--- src/rtl/sat_counter.sv ---
// Saturating up-counter: adds i_inc when i_en and sticks at all-ones.
// One-cycle update latency; no flow control, the caller gates i_en.
module sat_counter #(
    parameter int W     = 16,
    parameter int INC_W = 1
) (
    input  logic             i_clk,
    input  logic             i_rst,
    input  logic             i_en,
    input  logic [INC_W-1:0] i_inc,
    output logic [W-1:0]     o_cnt
);
    localparam int SW = ((W > INC_W) ? W : INC_W) + 1;
    localparam logic [SW-1:0] MAX_VAL = {{(SW-W){1'b0}}, {W{1'b1}}};

    logic [W-1:0]  r_cnt;
    logic [SW-1:0] w_sum;

    // Sum is one bit wider than either operand so the carry is never lost.
    assign w_sum = SW'(r_cnt) + SW'(i_inc);

    always_ff @(posedge i_clk) begin
        if (i_rst) begin
            r_cnt <= '0;
        end else if (i_en) begin
            r_cnt <= (w_sum > MAX_VAL) ? {W{1'b1}} : w_sum[W-1:0];
        end
    end

    assign o_cnt = r_cnt;

endmodule

--- config.mk ---
export PLATFORM = sky130hd
export DESIGN_NAME = sat_counter
export DESIGN_NICKNAME = d
export VERILOG_FILES = /design/src/rtl/sat_counter.sv
export SDC_FILE = /design/constraint.sdc
export NUM_CORES = 1
export LEC_CHECK = 0
export CAP_MARGIN = 25
export CORE_MARGIN = 10
export CORE_UTILIZATION = 35
export CTS_CLUSTER_SIZE = 12
export DETAILED_ROUTE_END_ITERATION = 8
export SLEW_MARGIN = 20
export SYNTH_ARGS = -nofsm -noshare
export SYNTH_HDL_FRONTEND = slang
export SYNTH_SLANG_ARGS = --single-unit
--- constraint.sdc ---
create_clock -name i_clk -period 3.3 [get_ports i_clk]
set_input_delay 0.66 -clock i_clk [delete_from_list [all_inputs] [get_ports i_clk]]
set_output_delay 0.66 -clock i_clk [all_outputs]
set_load 0.01 [all_outputs]
==> key figures, run 1 <==
Timing
  • Worst setup skew after layout: roughly 0.0021 ns
  • Unrepaired setup endpoints after global routing: no
  • Max Transition Viols Final: 0
  • F_max: 0.455 GHz
  • Relative slew margins: 45.7%
  • Transition time at the pin with the least slew margin: approximately 0.8 ns
  • Ratio of final minimum period to clock period: 66.6%
  • Final setup slack of the worst path: 1.10 ns
  • Setup violation total in the final timing report: 0
  • Final-layout setup total negative slack: 0 ns
  • Fin. Hold Viols: 0
  • Minimum period implied by the final worst setup slack: roughly 2.2 ns

Finish
  • Antenna fix cells: 0
  • Number of nets in the finished design: around 120
  • Post-synthesis to final-layout area growth: 28.4%
  • Most common cell after layout, fill and taps aside: clkdlybuf4s50_1
  • Share of final-layout standard cells stronger than drive strength 1: roughly 19%
  • Most frequent cells in the layout: clkdlybuf4s50_1, dfxtp_1, a21oi_2
  • Flip-flop count of the largest register after layout: 16
  • Filler cell count in the final layout: approximately 220
  • Share of the core filled with cells: around half

Clock tree
  • Number of buffers created by CTS: 3
  • Clock-pin slew of the registers on the worst-case setup and hold paths: 0.09 ns
  • Num Clock Sinks: 16
  • Buffers inserted by post-CTS timing repair: 0
  • Root buffer cell: clkbuf_4
  • Later-pin clock latency in the skew report: 0.28 ns
  • Level count of the clock H-tree: 1
  • CTS tree: built
  • Count of cells resized by post-cts repair: 0
  • CTS hold repair buffers: 0
  • Clock Tree Buf Depth: 2

Place
  • Dpl hpwl: 1300 µm
  • Placer Congestion: ~0.75
  • Setup WS pre-CTS: between 0.7 and 0.8 ns
  • Port Buffers: 19

Setup path
  • Critical path class: in2reg
  • Top fanout value on the critical path: 12
  • Delay of the slowest critical-path stage: ~0.60 ns
  • Crit path launch type: input port
  • Critical Path, Cell by Cell: clkdlybuf4s50_1 -> nand4_4 -> nor4_4 -> nand2_2 -> a21oi_1
  • Slowest cell on the critical path: clkdlybuf4s50_1
  • Element type at the critical path end: flop
  • Buffers plus inverters on the worst setup path: 1
  • Worst path arrival time: 2.41 ns
  • Data required time of the critical path: about 3.5 ns
  • Worst setup slack for register-to-register paths: between 1.5 and 2 ns
  • CP delay by family, top: simple AND/OR/NAND/NOR gates

Outcome
  • Run status: finished clean

Logic synthesis
  • Syn Std Cell Area: between 800 and 900 µm²
  • Synthesis warning total: 0
  • Synthesized flop and latch total: 16
  • Ys flop type: dfxtp_1
  • Number of enable flip-flop cells after synthesis: 0
  • FFs w/ async S/R, synth: 0%
  • Mean area per synthesized cell: 9.70 µm²
  • Gate count after technology mapping: between 80 and 90
  • Unique masters post-synth: 26
  • Post-synth net total: between 90 and 100
  • Portion of the post-synthesis area used by sequential elements: 37.5%

Floorplanning
  • Vertical extent of the die: about 69 µm
  • Core Area: around 2300 µm²
  • Total die area: 4810 µm²
  • Initial Util: a little under two fifths
  • Die width: 69.4 µm
  • Row count: 17
  • Number of top-level pins: 20

Drt
  • DRC errors left: 0
  • Iter 0 DRT Violations: 26
  • Total length of routed wires: 1800 µm
  • Average wire per cell in the routed design: 13.2 µm
  • Drt pass-1 iters: 4
  • DR vias/cell: around 5.1
  • Vias after detailed routing: approximately 700
  • Count of antenna-violating nets left after detailed routing: 0

GRT
  • First-pass GRT wire length: about 3100 µm
  • Via count of the first global-routing pass: 665
  • Global-route congestion overflow total: 0
  • Largest net degree at the start of global routing: 17
  • Antenna violations before repair: 0
  • Combined global-route utilization of all metal layers: under 10%

Power
  • Peak supply drop: between 0.15 and 0.2 mV
  • Areal power density over the cells: approximately 310 nW/µm²
  • LEAKAGE: around 0.35 nW

Hold path
  • Worst hold path class: reg2reg

Run
  • Max-Cap Viols: 0
==> area by class of cell <==
| type | count | area [µm²] | share of cell area (%) |
|---|---|---|---|
| clock buffers | 4 | 36.3 | 3.31 |
| multi-input cells | 66 | 503 | 45.9 |
| flip-flops and latches | 16 | 320 | 29.2 |
| inverters | 3 | 11.3 | 1.03 |
| repair buffers | 19 | 190 | 17.4 |
| well taps | 28 | 35.0 | 3.20 |
==> metrics by stage <==
stage / instance area [µm²] / instances / total power, W / hold slack [ns]
CTS: 1100 / 136 / 0.000351 / 0.567
global route: 1100 / 136 / 0.000360 / 0.627
finish: 1100 / 136 / 0.000345 / 0.564
detailed placement: 1060 / 132 / 0.000221 / 0.556
global placement: 1060 / 132 / 0.000221 / 0.551
floorplan: 853 / 88 / 0.000211 / 0.560
==> layer usage <==
layer | routed length (µm) | track usage [%] | vias up
li1 | - | - | 349
met1 | 824 | 9.23 | 321
met2 | 789 | 10.8 | 16
met3 | 142 | 3.28 | 4
met4 | 42 | 5.54 | 0
met5 | 0 | 0 | -
==> cell families after synthesis <==
family,share of synthesized area (%)
buffers and inverters,3.52
muxes,2.35
DFF,37.5
AOI/OAI and AO/OA,16.6
xor gates and xnor gates,11.3
and+or+nand+nor,25.8
adders and majority gates,2.93
==> worst paths after layout <==
path	start	end	cells past startpoint
worst max-delay path	i_en	o_cnt[13]$_SDFFE_PP0P_	5
worst min-delay path	o_cnt[14]$_SDFFE_PP0P_	o_cnt[14]$_SDFFE_PP0P_	2
worst max register to register	o_cnt[5]$_SDFFE_PP0P_	o_cnt[13]$_SDFFE_PP0P_	4
worst min register to register	o_cnt[14]$_SDFFE_PP0P_	o_cnt[14]$_SDFFE_PP0P_	2
==> worst register-to-register path: stages, from the launching register on <==
cell and delay, ns:
dfxtp_1 0.49, nand4_4 0.18, nor4_4 0.46, nand2_2 0.32, a21oi_1 0.20
==> where the power goes <==
| part | total [W] | internal (W) | switching, W | leakage, nW |
|---|---|---|---|---|
| Sequential | 0.000197 | 0.000195 | 0.00000208 | 0.129 |
| Combinational | 0.0000195 | 0.00000950 | 0.00000999 | 0.200 |
| Clock | 0.000129 | 0.0000672 | 0.0000614 | 0.0210 |
==> synth_stat cells (3+ instances only) <==
master | count | share of area [%]
a21oi_1 | 5 | 2.9
a21oi_2 | 9 | 9.2
dfxtp_1 | 16 | 38
inv_1 | 3 | 1.3
nand2_1 | 6 | 2.6
nand3_1 | 3 | 1.8
nor2_1 | 7 | 3.1
nor3_1 | 5 | 2.9
xnor2_1 | 8 | 8.2
xor2_1 | 3 | 3.1
Note: power is estimated with default switching activity, not from simulation.
==> run 2, diff against run 1 <==
==> constraint.sdc (replaced) <==
create_clock -name i_clk -period 2.1 [get_ports i_clk]
set_input_delay 0.42 -clock i_clk [delete_from_list [all_inputs] [get_ports i_clk]]
set_output_delay 0.42 -clock i_clk [all_outputs]
set_load 0.01 [all_outputs]
==> run 2 against run 1 <==
Critical path depth rose by 1. Worst setup slack got worse by 0.86 ns. Critical endpoint unchanged. Hold slack got worse by 0.0015 ns. Critical path type unchanged. Register-to-register slack got worse by 1.2 ns. Utilization rose by 2.0 points. Combinational power rose by 84%. Design area rose by 4.1%. Non-clock buffer count rose by 6. First-iteration DRC count fell by 50%.
==> key figures, run 2 (synthesized netlist as in run 1, its figures left out) <==
Outcome
  • Run status: finished clean

Timing
  • Relative slew margins: approximately three quarters
  • Minimum period implied by the final worst setup slack: around 1.9 ns
  • Transition time at the pin with the least slew margin: 0.386 ns
  • Setup violation total in the final timing report: 0
  • Final-layout setup total negative slack: 0 ns
  • Max Transition Viols Final: 0
  • Ratio of final minimum period to clock period: about nine tenths
  • Unrepaired setup endpoints after global routing: no
  • F_max: about 0.54 GHz
  • Final setup slack of the worst path: about 0.24 ns
  • Fin. Hold Viols: 0
  • Hold slack final: between 0.5 and 0.6 ns
  • Worst setup skew after layout: ~0.0026 ns

Place
  • Port Buffers: 19
  • Post-place instance area: 1100 µm²
  • Setup WS pre-CTS: -0.0792 ns
  • Dpl hpwl: around 1500 µm
  • Placer Congestion: ~0.75

Clock tree
  • Count of cells resized by post-cts repair: 0
  • Clock-pin slew of the registers on the worst-case setup and hold paths: about 0.09 ns
  • Later-pin clock latency in the skew report: 0.28 ns
  • Num Clock Sinks: 16
  • Number of buffers created by CTS: 3
  • Clock Tree Buf Depth: 2
  • CTS tree: built
  • Buffers inserted by post-CTS timing repair: 0
  • Root buffer cell: clkbuf_4
  • Level count of the clock H-tree: 1
  • CTS hold repair buffers: 0

Setup path
  • Element type at the critical path end: flop
  • Data required time of the critical path: approximately 2.3 ns
  • Crit path launch type: input port
  • Top fanout value on the critical path: 12
  • Critical path class: in2reg
  • Worst path arrival time: 2.07 ns

Drt
  • Average wire per cell in the routed design: 13.9 µm
  • Count of antenna-violating nets left after detailed routing: 0
  • Drt pass-1 iters: 4
  • DR vias/cell: about 5.0
  • DRC errors left: 0
  • Iter 0 DRT Violations: 13
  • Total length of routed wires: approximately 2000 µm
  • Vias after detailed routing: between 700 and 800

Finish
  • Antenna fix cells: 0
  • Flip-flop count of the largest register after layout: 16
  • Post-synthesis to final-layout area growth: 33.7%
  • Most common cell after layout, fill and taps aside: clkdlybuf4s50_1
  • Number of nets in the finished design: ~120
  • Filler cell count in the final layout: 246
  • Final instance area: approximately 1100 µm²
  • Most frequent cells in the layout: clkdlybuf4s50_1, dfxtp_1, a21oi_2
  • Share of final-layout standard cells stronger than drive strength 1: around 23%

Run
  • Max-Cap Viols: 0

Floorplanning
  • Total die area: approximately 4800 µm²
  • Number of top-level pins: 20
  • Core Area: 2280 µm²
  • Row count: 17
  • Die width: 69.4 µm
  • Initial Util: a little under two fifths
  • Vertical extent of the die: between 60 and 70 µm

Power
  • Areal power density over the cells: approximately 480 nW/µm²
  • Total power: between 0.0005 and 0.0006 W
  • LEAKAGE: approximately 0.38 nW
  • Peak supply drop: approximately 0.23 mV

GRT
  • First-pass GRT wire length: approximately 3400 µm
  • Antenna violations before repair: 0
  • Global-route congestion overflow total: 0
  • Via count of the first global-routing pass: ~730
  • Combined global-route utilization of all metal layers: 8.06%
  • Largest net degree at the start of global routing: 13

Hold path
  • Worst hold path class: reg2reg
run 2: changes by cell type in the layout (fill, tap and decap cells not counted), sizes merged:
cell / before / now
buf: 0 / 6
run 2: power by group:
group / switching [W] / internal [W]
sequential: 0.00000325 / 0.000306
combinational: 0.0000175 / 0.0000183
clock: 0.0000946 / 0.000105
run 2: worst paths after layout:
check	from	end	slack (ns)	depth (start not counted)
min reg2reg	o_cnt[10]$_SDFFE_PP0P_	o_cnt[10]$_SDFFE_PP0P_	0.56	2
min	o_cnt[10]$_SDFFE_PP0P_	o_cnt[10]$_SDFFE_PP0P_	0.56	2
max reg2reg	o_cnt[5]$_SDFFE_PP0P_	o_cnt[13]$_SDFFE_PP0P_	0.43	4
max	i_inc	o_cnt[13]$_SDFFE_PP0P_	0.24	6
run 2: per-layer routing:
| layer | share of wire (%) | wire (µm) | up-vias | GRT usage [%] |
|---|---|---|---|---|
| met2 | 46 | 917 | 14 | 13.2 |
| li1 | - | - | 367 | - |
| met4 | 0.51 | 10 | 0 | 3.33 |
| met5 | 0 | 0 | - | 0 |
| met3 | 7.3 | 145 | 2 | 3.28 |
| met1 | 46 | 905 | 327 | 8.95 |
run 2: area by class of cell:
type / count / area (µm²) / share of cell area [%]
Tap cell: 28 / 35.0 / 3.07
Inverter: 3 / 11.3 / 0.987
Clock buffer: 4 / 36.3 / 3.18
Sequential cell: 16 / 320 / 28.1
Timing Repair Buffer: 25 / 235 / 20.6
Multi-Input combinational cell: 66 / 503 / 44.1
run 2: per-stage QoR:
stage / util [%] / instances
finish: 50.1 / 142
global route: 50.1 / 142
CTS: 50.1 / 142
detailed placement: 48.5 / 138
global placement: 48.5 / 138
floorplan: - / 88
run 2: worst max-delay path, stage by stage:
cell and delay (ns):
clkdlybuf4s50_1 0.50, ha_1 0.20, nand2_1 0.14, nor4_4 0.27, nand2_2 0.31, a21oi_1 0.23
==> run 3, diff against run 2 <==
--- a/config.mk
+++ b/config.mk
@@ -10,7 +10,9 @@
 export CORE_UTILIZATION = 35
 export CTS_CLUSTER_SIZE = 12
 export DETAILED_ROUTE_END_ITERATION = 8
+export REMOVE_ABC_BUFFERS = 1
 export SLEW_MARGIN = 20
 export SYNTH_ARGS = -nofsm -noshare
 export SYNTH_HDL_FRONTEND = slang
 export SYNTH_SLANG_ARGS = --single-unit
+export TNS_END_PERCENT = 20
==> constraint.sdc (replaced) <==
create_clock -name i_clk -period 2.2 [get_ports i_clk]
set_input_delay 0.44 -clock i_clk [delete_from_list [all_inputs] [get_ports i_clk]]
set_output_delay 0.44 -clock i_clk [all_outputs]
set_load 0.01 [all_outputs]
==> run 3 against run 2 <==
Total power decreased by 13%. Sequential power decreased by 5%. Clock skew decreased by 0.0013 ns. Sequential share of layout area increased by 0.73 points. Utilization decreased by 1.3 points. Largest power group unchanged.
==> key figures, run 3 (synthesized netlist as in run 1, its figures left out) <==
Clock tree
  • Number of buffers created by CTS: 3
  • Count of cells resized by post-cts repair: 0
  • Num Clock Sinks: 16
  • CTS tree: built
  • Clock Tree Buf Depth: 2
  • Level count of the clock H-tree: 1
  • CTS hold repair buffers: 0
  • Root buffer cell: clkbuf_4
  • Clock-pin slew of the registers on the worst-case setup and hold paths: 0.08 ns
  • Buffers inserted by post-CTS timing repair: 0
  • Later-pin clock latency in the skew report: approximately 0.27 ns

Place
  • # placed instances: about 140
  • Placer Congestion: between 0.7 and 0.8
  • Dpl hpwl: 1420 µm
  • Port Buffers: 19

Power
  • Sequential group share of total power: ~62%
  • Combinational group share of total power: a little over 7%
  • Int Pwr: ~0.00037 W
  • LEAKAGE: roughly 0.36 nW
  • Clock network fraction of design power: 30.7%
  • Areal power density over the cells: roughly 430 nW/µm²
  • Fraction of power spent switching nets: 21.4%
  • Switching power: slightly above 0.0001 W
  • Peak supply drop: approximately 0.38 mV

Hold path
  • Hold path start: o_cnt[14]$_SDFFE_PP0P_
  • Worst hold path class: reg2reg
  • Hold Crit Depth: 2
  • End point of the worst hold path: o_cnt[14]$_SDFFE_PP0P_

Floorplanning
  • Row count: 17
  • Die width: around 70 µm
  • Number of top-level pins: 20
  • Vertical extent of the die: roughly 70 µm
  • Initial Util: around 37%
  • Total die area: roughly 4800 µm²
  • Core Area: 2280 µm²

Timing
  • Relative slew margins: between 70% and 80%
  • Ratio of final minimum period to clock period: 81.1%
  • Max Transition Viols Final: 0
  • Worst setup skew after layout: about 0.0013 ns
  • Final-layout setup total negative slack: 0 ns
  • Minimum period implied by the final worst setup slack: between 1.5 and 2 ns
  • Fin. Hold Viols: 0
  • Transition time at the pin with the least slew margin: around 0.4 ns
  • Unrepaired setup endpoints after global routing: no
  • Setup violation total in the final timing report: 0
  • F_max: ~0.56 GHz

Drt
  • Iter 0 DRT Violations: 37
  • Total length of routed wires: around 1800 µm
  • Vias after detailed routing: 722
  • Drt pass-1 iters: 4
  • Count of antenna-violating nets left after detailed routing: 0
  • DRC errors left: 0
  • Average wire per cell in the routed design: about 13 µm
  • DR vias/cell: slightly above 5

GRT
  • Largest net degree at the start of global routing: 13
  • Global-route congestion overflow total: 0
  • Combined global-route utilization of all metal layers: between 7 and 8%
  • Antenna violations before repair: 0
  • First-pass GRT wire length: a little over 3000 µm
  • Via count of the first global-routing pass: 708

Finish
  • Share of the core filled with cells: between 40% and 50%
  • Non-filler instance count after layout: approximately 140
  • Post-synthesis to final-layout area growth: 30.4%
  • Most common cell after layout, fill and taps aside: clkdlybuf4s50_1
  • Flip-flop count of the largest register after layout: 16
  • Share of final-layout standard cells stronger than drive strength 1: 20.7%
  • Most frequent cells in the layout: clkdlybuf4s50_1, dfxtp_1, a21oi_2
  • Number of nets in the finished design: roughly 120
  • Antenna fix cells: 0

Setup path
  • CP delay by family, top: buffers and inverters
  • Slowest cell on the critical path: clkdlybuf4s50_1
  • Capture instance of the worst register-to-register path: o_cnt[11]$_SDFFE_PP0P_
  • Element type at the critical path end: output pin
  • Delay of the slowest critical-path stage: around 0.6 ns
  • Data required time of the critical path: between 1.5 and 2 ns
  • Worst setup slack for register-to-register paths: approximately 0.66 ns
  • Depth of the worst register-to-register path: 4
  • Buffers plus inverters on the worst setup path: 1
  • FF-to-FF Start: o_cnt[5]$_SDFFE_PP0P_
  • Worst path arrival time: ~1.3 ns
  • Top fanout value on the critical path: 6
  • Critical Path, Cell by Cell: clkdlybuf4s50_1
  • Startpoint of the worst setup timing path: o_cnt[5]$_SDFFE_PP0P_
  • Crit path launch type: flop
  • Critical path class: reg2out

Outcome
  • Run status: finished clean

Run
  • Max-Cap Viols: 0
## run 3: power groups by stage
stage          Combinational [W]  Sequential (W)  Clock (W)
5_1_grt                0.0000369        0.000295   0.000169
3_5_place_dp           0.0000340        0.000302          0
6_report               0.0000337        0.000295   0.000145
4_1_cts                0.0000343        0.000295   0.000156
2_1_floorplan         0.00000898        0.000302          0
3_3_place_gp           0.0000338        0.000302          0
## run 3: worst max path at each step
stage / depth (start not counted) / to / slack, ns
floorplan: 4 / o_cnt[13]$_SDFFE_PP0P_ / 0.66
global placement: 6 / o_cnt[0]$_SDFFE_PP0P_ / 0.15
detailed placement: 6 / o_cnt[11]$_SDFFE_PP0P_ / 0.15
CTS: 1 / o_cnt[5] / 0.40
global route: 6 / o_cnt[15]$_SDFFE_PP0P_ / 0.31
finish: 1 / o_cnt[5] / 0.42
## run 3: cell type report
class	count	area, µm²
timing repair buffer	23	220
sequential	16	320
fill	222	1160
multi-input combinational	66	503
clock buffer	3	22.5
inverter	3	11.3
tap	28	35.0
## run 3: per-layer routing
metal	share of wire [%]	track usage, %
met4	0.50	3.99
met2	46	11.8
met1	46	8.50
met3	7.5	3.57
met5	0	0
## run 3: stage by stage
step | total power (W) | hold WS, ns | instance area, µm² | worst slack [ns]
3_5_place_dp | 0.000336 | 0.556 | 1090 | 0.146
3_3_place_gp | 0.000335 | 0.541 | 1090 | 0.147
6_report | 0.000474 | 0.571 | 1110 | 0.415
4_1_cts | 0.000485 | 0.570 | 1110 | 0.399
5_1_grt | 0.000502 | 0.607 | 1110 | 0.308
2_1_floorplan | 0.000311 | 0.500 | 835 | 0.662
